<file path="src/rtl/dc608_wbus_rf_slice.sv">
// 4-bit register-file slice: WBUS write-pending stage, 16x4 array, two registered active-low read ports.
// Optional odd-parity storage/checking is enabled by defining DC608_RF_PARITY_EN.
module dc608_wbus_rf_slice #(
  parameter int WIDTH  = 4,
  parameter int ADDR_W = 4,
  parameter int DEPTH  = 16
) (
  input  logic              rfck_l,
  input  logic              reset_h,
  input  logic [WIDTH-1:0]  wbus_h,
  input  logic [ADDR_W-1:0] wadr_h,
  input  logic              wen_l,
  input  logic [ADDR_W-1:0] radr_a_h,
  input  logic [ADDR_W-1:0] radr_b_h,
  input  logic              clr_h,
  output logic [WIDTH-1:0]  rbus_l,
  output logic [WIDTH-1:0]  mbus_l,
  output logic              busy_h,
  output logic              wdrop_h,
  output logic              perr_h
);

`ifdef DC608_RF_PARITY_EN
  localparam int MW = WIDTH + 1;
`else
  localparam int MW = WIDTH;
`endif

  typedef enum logic {INIT, RUN} state_t;

  state_t              state, state_nxt;
  logic [ADDR_W-1:0]   cnt, cnt_nxt;
  logic [MW-1:0]       mem [DEPTH];
  logic                pend_v;
  logic [ADDR_W-1:0]   pend_adr;
  logic [WIDTH-1:0]    pend_dat;
  logic                mem_we;
  logic [ADDR_W-1:0]   mem_adr;
  logic [MW-1:0]       mem_din;
  logic [MW-1:0]       mem_a, mem_b;
  logic                wr_hit_a, wr_hit_b, pd_hit_a, pd_hit_b;
  logic [WIDTH-1:0]    data_a, data_b;
  logic                run_ok;

  assign busy_h = (state == INIT);
  assign run_ok = (state == RUN) && !clr_h;

  always_comb begin
    state_nxt = state;
    cnt_nxt   = cnt;
    case (state)
      INIT: begin
        if (clr_h) cnt_nxt = '0;
        else begin
          cnt_nxt = cnt + 1'b1;
          if (cnt == ADDR_W'(DEPTH-1)) state_nxt = RUN;
        end
      end
      RUN: if (clr_h) begin
        state_nxt = INIT;
        cnt_nxt   = '0;
      end
      default: state_nxt = INIT;
    endcase
  end

  // Array write port: INIT sweeps zeros, RUN commits the pending entry.
  always_comb begin
    mem_we  = 1'b0;
    mem_adr = pend_adr;
`ifdef DC608_RF_PARITY_EN
    mem_din = {~^pend_dat, pend_dat};
`else
    mem_din = pend_dat;
`endif
    if (state == INIT) begin
      mem_we  = 1'b1;
      mem_adr = cnt;
`ifdef DC608_RF_PARITY_EN
      mem_din = {1'b1, {WIDTH{1'b0}}};
`else
      mem_din = '0;
`endif
    end else if (run_ok && pend_v) begin
      mem_we = 1'b1;
    end
  end

  always_ff @(posedge rfck_l) begin
    if (mem_we) mem[mem_adr] <= mem_din;
  end

  assign mem_a    = mem[radr_a_h];
  assign mem_b    = mem[radr_b_h];
  assign wr_hit_a = !wen_l && (wadr_h == radr_a_h);
  assign wr_hit_b = !wen_l && (wadr_h == radr_b_h);
  assign pd_hit_a = pend_v && (pend_adr == radr_a_h);
  assign pd_hit_b = pend_v && (pend_adr == radr_b_h);

  // Write-first: the in-flight write beats the pending entry, which beats the array.
  assign data_a = wr_hit_a ? wbus_h : pd_hit_a ? pend_dat : mem_a[WIDTH-1:0];
  assign data_b = wr_hit_b ? wbus_h : pd_hit_b ? pend_dat : mem_b[WIDTH-1:0];

  always_ff @(posedge rfck_l or posedge reset_h) begin
    if (reset_h) begin
      state    <= INIT;
      cnt      <= '0;
      pend_v   <= 1'b0;
      pend_adr <= '0;
      pend_dat <= '0;
      rbus_l   <= '1;
      mbus_l   <= '1;
      wdrop_h  <= 1'b0;
    end else begin
      state   <= state_nxt;
      cnt     <= cnt_nxt;
      wdrop_h <= !wen_l && ((state == INIT) || clr_h);
      if (run_ok) begin
        pend_v   <= !wen_l;
        pend_adr <= wadr_h;
        pend_dat <= wbus_h;
        rbus_l   <= ~data_a;
        mbus_l   <= ~data_b;
      end else begin
        pend_v <= 1'b0;
        rbus_l <= '1;
        mbus_l <= '1;
      end
    end
  end

`ifdef DC608_RF_PARITY_EN
  logic err_a, err_b, perr_q;
  // Only array-sourced reads are checked; bypassed data never touched the array.
  assign err_a = !wr_hit_a && !pd_hit_a && !(^mem_a);
  assign err_b = !wr_hit_b && !pd_hit_b && !(^mem_b);

  always_ff @(posedge rfck_l or posedge reset_h) begin
    if (reset_h)                      perr_q <= 1'b0;
    else if (clr_h)                   perr_q <= 1'b0;
    else if (run_ok && (err_a || err_b)) perr_q <= 1'b1;
  end
  assign perr_h = perr_q;
`else
  assign perr_h = 1'b0;
`endif

endmodule

</file>
<file path="config.mk">
export PLATFORM = sky130hd
export DESIGN_NAME = dc608_wbus_rf_slice
export DESIGN_NICKNAME = d
export VERILOG_FILES = /design/src/rtl/dc608_wbus_rf_slice.sv
export SDC_FILE = /design/constraint.sdc
export NUM_CORES = 1
export LEC_CHECK = 0
export CELL_PAD_IN_SITES_DETAIL_PLACEMENT = 0
export CELL_PAD_IN_SITES_GLOBAL_PLACEMENT = 1
export CORE_AREA = 2 2 122 124
export DETAILED_ROUTE_END_ITERATION = 12
export DIE_AREA = 0 0 124 126
export GPL_TIMING_DRIVEN = 0
export PLACE_DENSITY_LB_ADDON = 0.1
export SYNTH_ARGS = -nofsm -noshare
export SYNTH_HDL_FRONTEND = slang
export SYNTH_SLANG_ARGS = --single-unit
</file>
<file path="constraint.sdc">
create_clock -name rfck_l -period 2.35 [get_ports rfck_l]
set_clock_uncertainty 0.05 [all_clocks]
set_input_delay 0.47 -clock rfck_l [delete_from_list [all_inputs] [get_ports rfck_l]]
set_output_delay 0.47 -clock rfck_l [all_outputs]
set_load 0.01 [all_outputs]
</file>
After elaboration in Yosys (flattened, before gate mapping)
Memories as Yosys holds them, arrays and structs flattened.
Cells that the tools add are included.
{ "totals": {"reg_bits": 23, "latchBits": 0, "mem_bits_rw": 64, "mem_bits_ro": 0, "input_bits": 20, "out_inout_bits": 11, "word_cells": 49, "mem_count": 1} }
{ "memory_table": {"columns": ["memory", "words", "word_bits", "read_ports", "rd_ports_with_merged_regs", "write_ports", "line_no", "text"], "rows": [
  ["mem", 16, 4, 2, 0, 1, "33", "logic [MW-1:0] mem [DEPTH];"]
]} }
{ "op_classes": {"addsub": 1, "multipliers": 0, "div_mod_pow": 0, "magnitude_cmp": 0, "eq_ne": 6, "shift": 0, "n_mux": 20, "n_bitwise": 3, "reduce_logical": 10} }
{ "op_table": {"columns": ["op", "n"], "rows": [
  ["$mux W4", 10],
  ["$eq A4 B4 Y1", 4],
  ["$mux W1", 8],
  ["$not A4 Y4", 2],
  ["$pmux W4 S2", 1],
  ["$logic_and A1 B1 Y1", 7],
  ["$add A4 B1 Y4 const B", 1],
  ["$eq A4 B4 Y1 const B", 1],
  ["$logic_not A1 Y1", 2],
  ["$ne A2 B2 Y1 const B", 1],
  ["$pmux W1 S2", 1],
  ["$logic_or A1 B1 Y1", 1],
  ["$not A1 Y1", 1]
]} }

Depth between registers and ports, before layout
{ "logic_depth": {"depth_word": 7, "depth_mapped": 8, "mapped_depth_nobuf": 5} }

Worst setup path after synthesis
No wires, ideal clock.
{ "synth_timing": {"path_kind": "input to register", "from": "input port radr_a_h[1]", "to": "register rbus_l[1]", "setup_time_ns": 0.058, "arrival_ns": 1.786, "required_ns": 2.242, "path_slack_ns": 0.456, "stages": 6, "n_path_buf": 1, "cell_sequence": "buf_6 mux4_1 mux2_2 a32oi_1 o221a_2 a211o_2"} }
{ "synth_between": {"elab_chain_len": 6, "word_cells_on_any_way": 9, "cone_classes": "2 x eq/ne; 3 x mux; 1 x bitwise; 2 x reduce/logical; 1 x memory"} }
{ "synth_lines": {"columns": ["item", "line_no", "text"], "rows": [
  ["start, declared", "13", "input logic [ADDR_W-1:0] radr_a_h,"],
  ["branches (longest 3 deep; another with $mem_v2 Z16 W4)", null, null],
  ["$mux W4 *", "101", "assign data_a = wr_hit_a ? wbus_h : pd_hit_a ? pend_dat : mem_a[WIDTH-1:0];"],
  ["$not A4 Y4 *", "122", "rbus_l <= ~data_a;"],
  ["$mux W4 *", "118", "if (run_ok) begin"],
  ["end signal, assigned", "122", null],
  ["end, declared", "16", "output logic [WIDTH-1:0] rbus_l,"]
]} }
Every way passes the cells marked *.
A chain may end at the register's enable or synchronous reset.

Worst setup path after layout
{ "layout_timing": {"from": "input port clr_h", "to": "memory mem[11][2] (netlist name) (enable)"} }
{ "layout_between": {"elab_chain_len": 7} }
{ "layout_lines": {"columns": ["item", "line_no", "text"], "rows": [
  ["start, declared", "15", "input logic clr_h,"],
  ["$logic_not A1 Y1", "46", "assign run_ok = (state == RUN) && !clr_h;"],
  ["$logic_and A1 B1 Y1", "46", null],
  ["$logic_and A1 B1 Y1", "84", "end else if (run_ok && pend_v) begin"],
  ["$mux W1", "84", null],
  ["$mux W1", "76", "if (state == INIT) begin"],
  ["$mux W1", "90", "if (mem_we) mem[mem_adr] <= mem_din;"],
  ["$mux W1 (implied by the code)", "90", null],
  ["end, declared", "33", null]
]} }
Every way passes these cells.

==> results.py <==
metrics = {
    "final_layout": {
        "fin_nets": 384,
        "drive_gt1_share_pct": 20.7,
        "nFillCells": 1384,
        "diodes": 0,
        "area_growth_pct": 17.1,
        "postLayoutCoreUtil_pct": 36.6,
    },
    "yosys": {
        "synth_nets": 352,
        "synth-seq-area-share_pct": 56.1,
        "netlist_instances": 331,
        "ys_top_cells_by_area": "edfxtp_1, dfrtp_1, mux4_2, mux2i_1, dfstp_2",
        "synth_edf_count": 64,
        "synth.cell_area_um2": 4470,
        "yosysWarnings": 0,
        "synth_top_area_cell": "edfxtp_1",
        "synthArstFlopShare_pct": 26.4,
        "ys_ff_latch": 87,
        "yosys.area.top_type_share_pct": 43.0,
        "ys_types": 42,
        "ys.flop_type": "edfxtp_1",
        "avgSynthCellArea_um2": 13.5,
    },
    "clock_network": {
        "cts-htree-levels": 3,
        "cts_hold_buf": 0,
        "root_buffer": "clkbuf_16",
        "cts.clk_slew.worst_paths_ns": 0.07,
        "cts_tree": "yes",
        "clk_latency_ns": 0.34,
        "numCtsBuffers": 9,
        "clock_path_buffers": 2,
        "cts.sinks": 87,
    },
    "worst_setup_path": {
        "ff2ff_path_depth": 7,
        "r2r_end": "mem[11][2]",
        "cp_slowest_stage_delay_ns": 0.52,
        "arrival_ns": 2.31,
        "r2r_slack_ns": 0.15,
        "cp_slowest_cell": "clkdlybuf4s50_1",
        "crit_chain": "clkdlybuf4s50_1 -> nor2b_1 -> clkbuf_4 -> nand3_1 -> o21ai_0 -> nand2_1 -> nor2_2",
        "reg2reg_from": "state",
        "worstSetupStartpointType": "primary input",
        "required_ns": 2.31,
        "crit_type": "in2reg",
        "critPathCaptureType": "register",
        "cp_max_fo": 10,
    },
    "route": {
        "drc_errors": 0,
        "drt_iter0_markers": 219,
        "antenna_left": 0,
        "vias": 2834,
        "viasPerCell": 5.13,
        "dr.pass1.iters": 4,
        "post_drt_wl_per_cell_um": 22.0,
        "totalWireLength_um": 12100,
    },
    "power_and_ir_drop": {
        "peakVddDrop_mv": 0.300,
        "total_power_mw": 3.43,
        "p_leak_nw": 1.75,
        "powerDensity_nw_per_um2": 655,
    },
    "floorplanning": {
        "floorplan.initialDensity_pct": 31.2,
        "coreArea_um2": 14300,
        "dieHeight_um": 126,
        "die_x_um": 124,
        "io_pins": 31,
        "std_cell_rows": 44,
        "dieArea_um2": 15600,
    },
    "sta": {
        "worst_pin_slew_ns": 0.914,
        "post-route-period-util_pct": 99.9,
        "post-route-min-period_ns": 2.35,
        "whs_ns": 0.539,
        "setup_tns_ns": 0,
        "slew_violations": 0,
        "setup_viol": 0,
        "relSlewSlack_pct": 39.0,
        "finalHoldViolCount": 0,
        "rsz0062_at_grt": "yes",
        "fmax_mhz": 426,
        "layout_setup_ws_ns": 0.00193,
    },
    "grt": {
        "grt_pass1_vias": 3004,
        "grt_max_degree": 24,
        "grt_overflow": 0,
        "grt_pass1_wl_um": 18500,
        "gr-usage-all-layers_pct": 16.4,
        "antenna_found_initial": 0,
    },
    "outcome": {
        "status": "complete, no violations",
    },
    "worst_hold_path": {
        "hp-class": "reg2reg",
        "min_delay_path_depth": 1,
        "min_to": "pend_dat[0]",
        "min_from": "pend_dat[0]",
    },
    "placed_design": {
        "dp_hpwl_um": 9020,
        "port_buffers": 22,
        "place_ws_ns": -0.463,
        "routabilityCongestion": 0.800,
    },
    "run": {
        "maxCapViolCount": 0,
    },
}
==> layer usage <==
metal,routed length (um),global-route usage [%],vias up
li1,-,-,1325
met1,5430,22.1,1436
met2,5990,26.8,67
met3,587,2.85,6
met4,128,4.96,0
met5,0,0,-
==> flip-flops by register name (all words and copies together), names as in the netlist <==
signal,flops
state,1
mem,64
pend_v,1
rbus_l,4
mbus_l,4
cnt,4
pend_adr,4
pend_dat,4
wdrop_h,1
==> worst max-delay path, delay by kind of cell <==
| family | cells | cell delay [ns] |
|---|---|---|
| compound gates | 1 | 0.15 |
| buf+inv | 2 | 0.78 |
| simple gates | 4 | 0.91 |
==> through the flow <==
stage                     instance area [um^2]  cells
final                                     5230    552
after global routing                      5230    552
after CTS                                 5200    552
after detailed placement                  4920    537
after global placement                    4920    537
after floorplan                           4470    331
==> cell families after synthesis <==
kind of cell,after synthesis,synth area share [%]
adder cells (fa/ha/maj),1,0.280
AO/OA/AOI/OAI,48,8.03
other,1,0.0839
XOR/XNOR,19,3.72
AND/OR/NAND/NOR,90,9.43
flip-flops,87,56.1
multiplexers,53,18.8
buffers and inverters,32,3.58
==> cell usage in the layout, fill, tap and decap left out, drive strengths merged, types with 2 or more instances in the layout <==
cell / instances
a211o: 4
a21o: 2
a21oi: 4
a22oi: 2
a2bb2oi: 2
a31oi: 4
a32oi: 2
and2: 4
buf: 17
clkbuf: 14
clkdlybuf4s50: 22
clkinvlp: 3
dfrtp: 15
dfstp: 8
edfxtp: 64
inv: 12
mux2: 8
mux2i: 23
mux4: 22
nand2: 16
nand2b: 6
nand3: 10
nand4: 6
nor2: 34
nor2b: 9
nor3: 3
o2111ai: 6
o211ai: 9
o21a: 6
o21ai: 4
xnor2: 10
xor2: 9
==> where the power goes <==
group | switching [mW] | leakage (nW) | internal (mW) | total (mW)
Combinational | 0.191 | 0.826 | 0.151 | 0.342
Sequential | 0.0397 | 0.794 | 1.68 | 1.72
Clock | 0.637 | 0.129 | 0.727 | 1.36
Total | 0.868 | 1.75 | 2.56 | 3.43
==> area by class of cell <==
type,instances,area (um^2),share of cell area [%]
flip-flops and latches,87,2510,47.9
inverters,9,33.8,0.646
multi-input cells,212,1830,35.1
clock buffers,9,225,4.30
well taps,184,230,4.40
clock inverters,7,53.8,1.03
plain buffers,22,128,2.44
repair buffers,22,220,4.21
==> repair_timing <==
| action | in CTS | in global routing |
|---|---|---|
| gates resized for setup | 2 | 10 |
| setup endpoints to repair | 28 | 36 |
| setup buffers | 0 | 0 |
==> worst max path at each step <==
stage                     slack, ns    endpoint  cells after the start         from
after floorplan                0.46   rbus_l[1]                      6  radr_a_h[1]
after global placement        -0.49   mem[9][1]                      7        clr_h
after detailed placement      -0.46   mem[9][1]                      7        clr_h
after CTS                     -0.12   mem[9][2]                      7        clr_h
after global routing          -0.09   mem[9][2]                      7        clr_h
final                         0.002  mem[11][2]                      7        clr_h
==> Yosys cell counts (2+ instances only) <==
cell type and number:
nor2_1 34, o211ai_1 9, inv_1 9, xnor2_1 10, nand3_1 10, a2bb2oi_1 2
dfstp_2 8, a21o_1 2, a31oi_1 4, mux2i_1 23, buf_4 5, mux4_2 16
xor2_1 9, a21oi_1 4, a211o_1 3, clkbuf_1 4, a22oi_1 2, mux2_2 8
edfxtp_1 64, nand2_1 16, a32oi_1 2, o21ai_0 4, nand4_1 6, buf_1 2
buf_2 11, nand2b_1 6, o21a_1 6, nor2b_1 9, o2111ai_1 6, dfrtp_1 15
mux4_1 6, nor3_1 3, and2_1 4
Note: power is estimated with default switching activity, not from simulation.
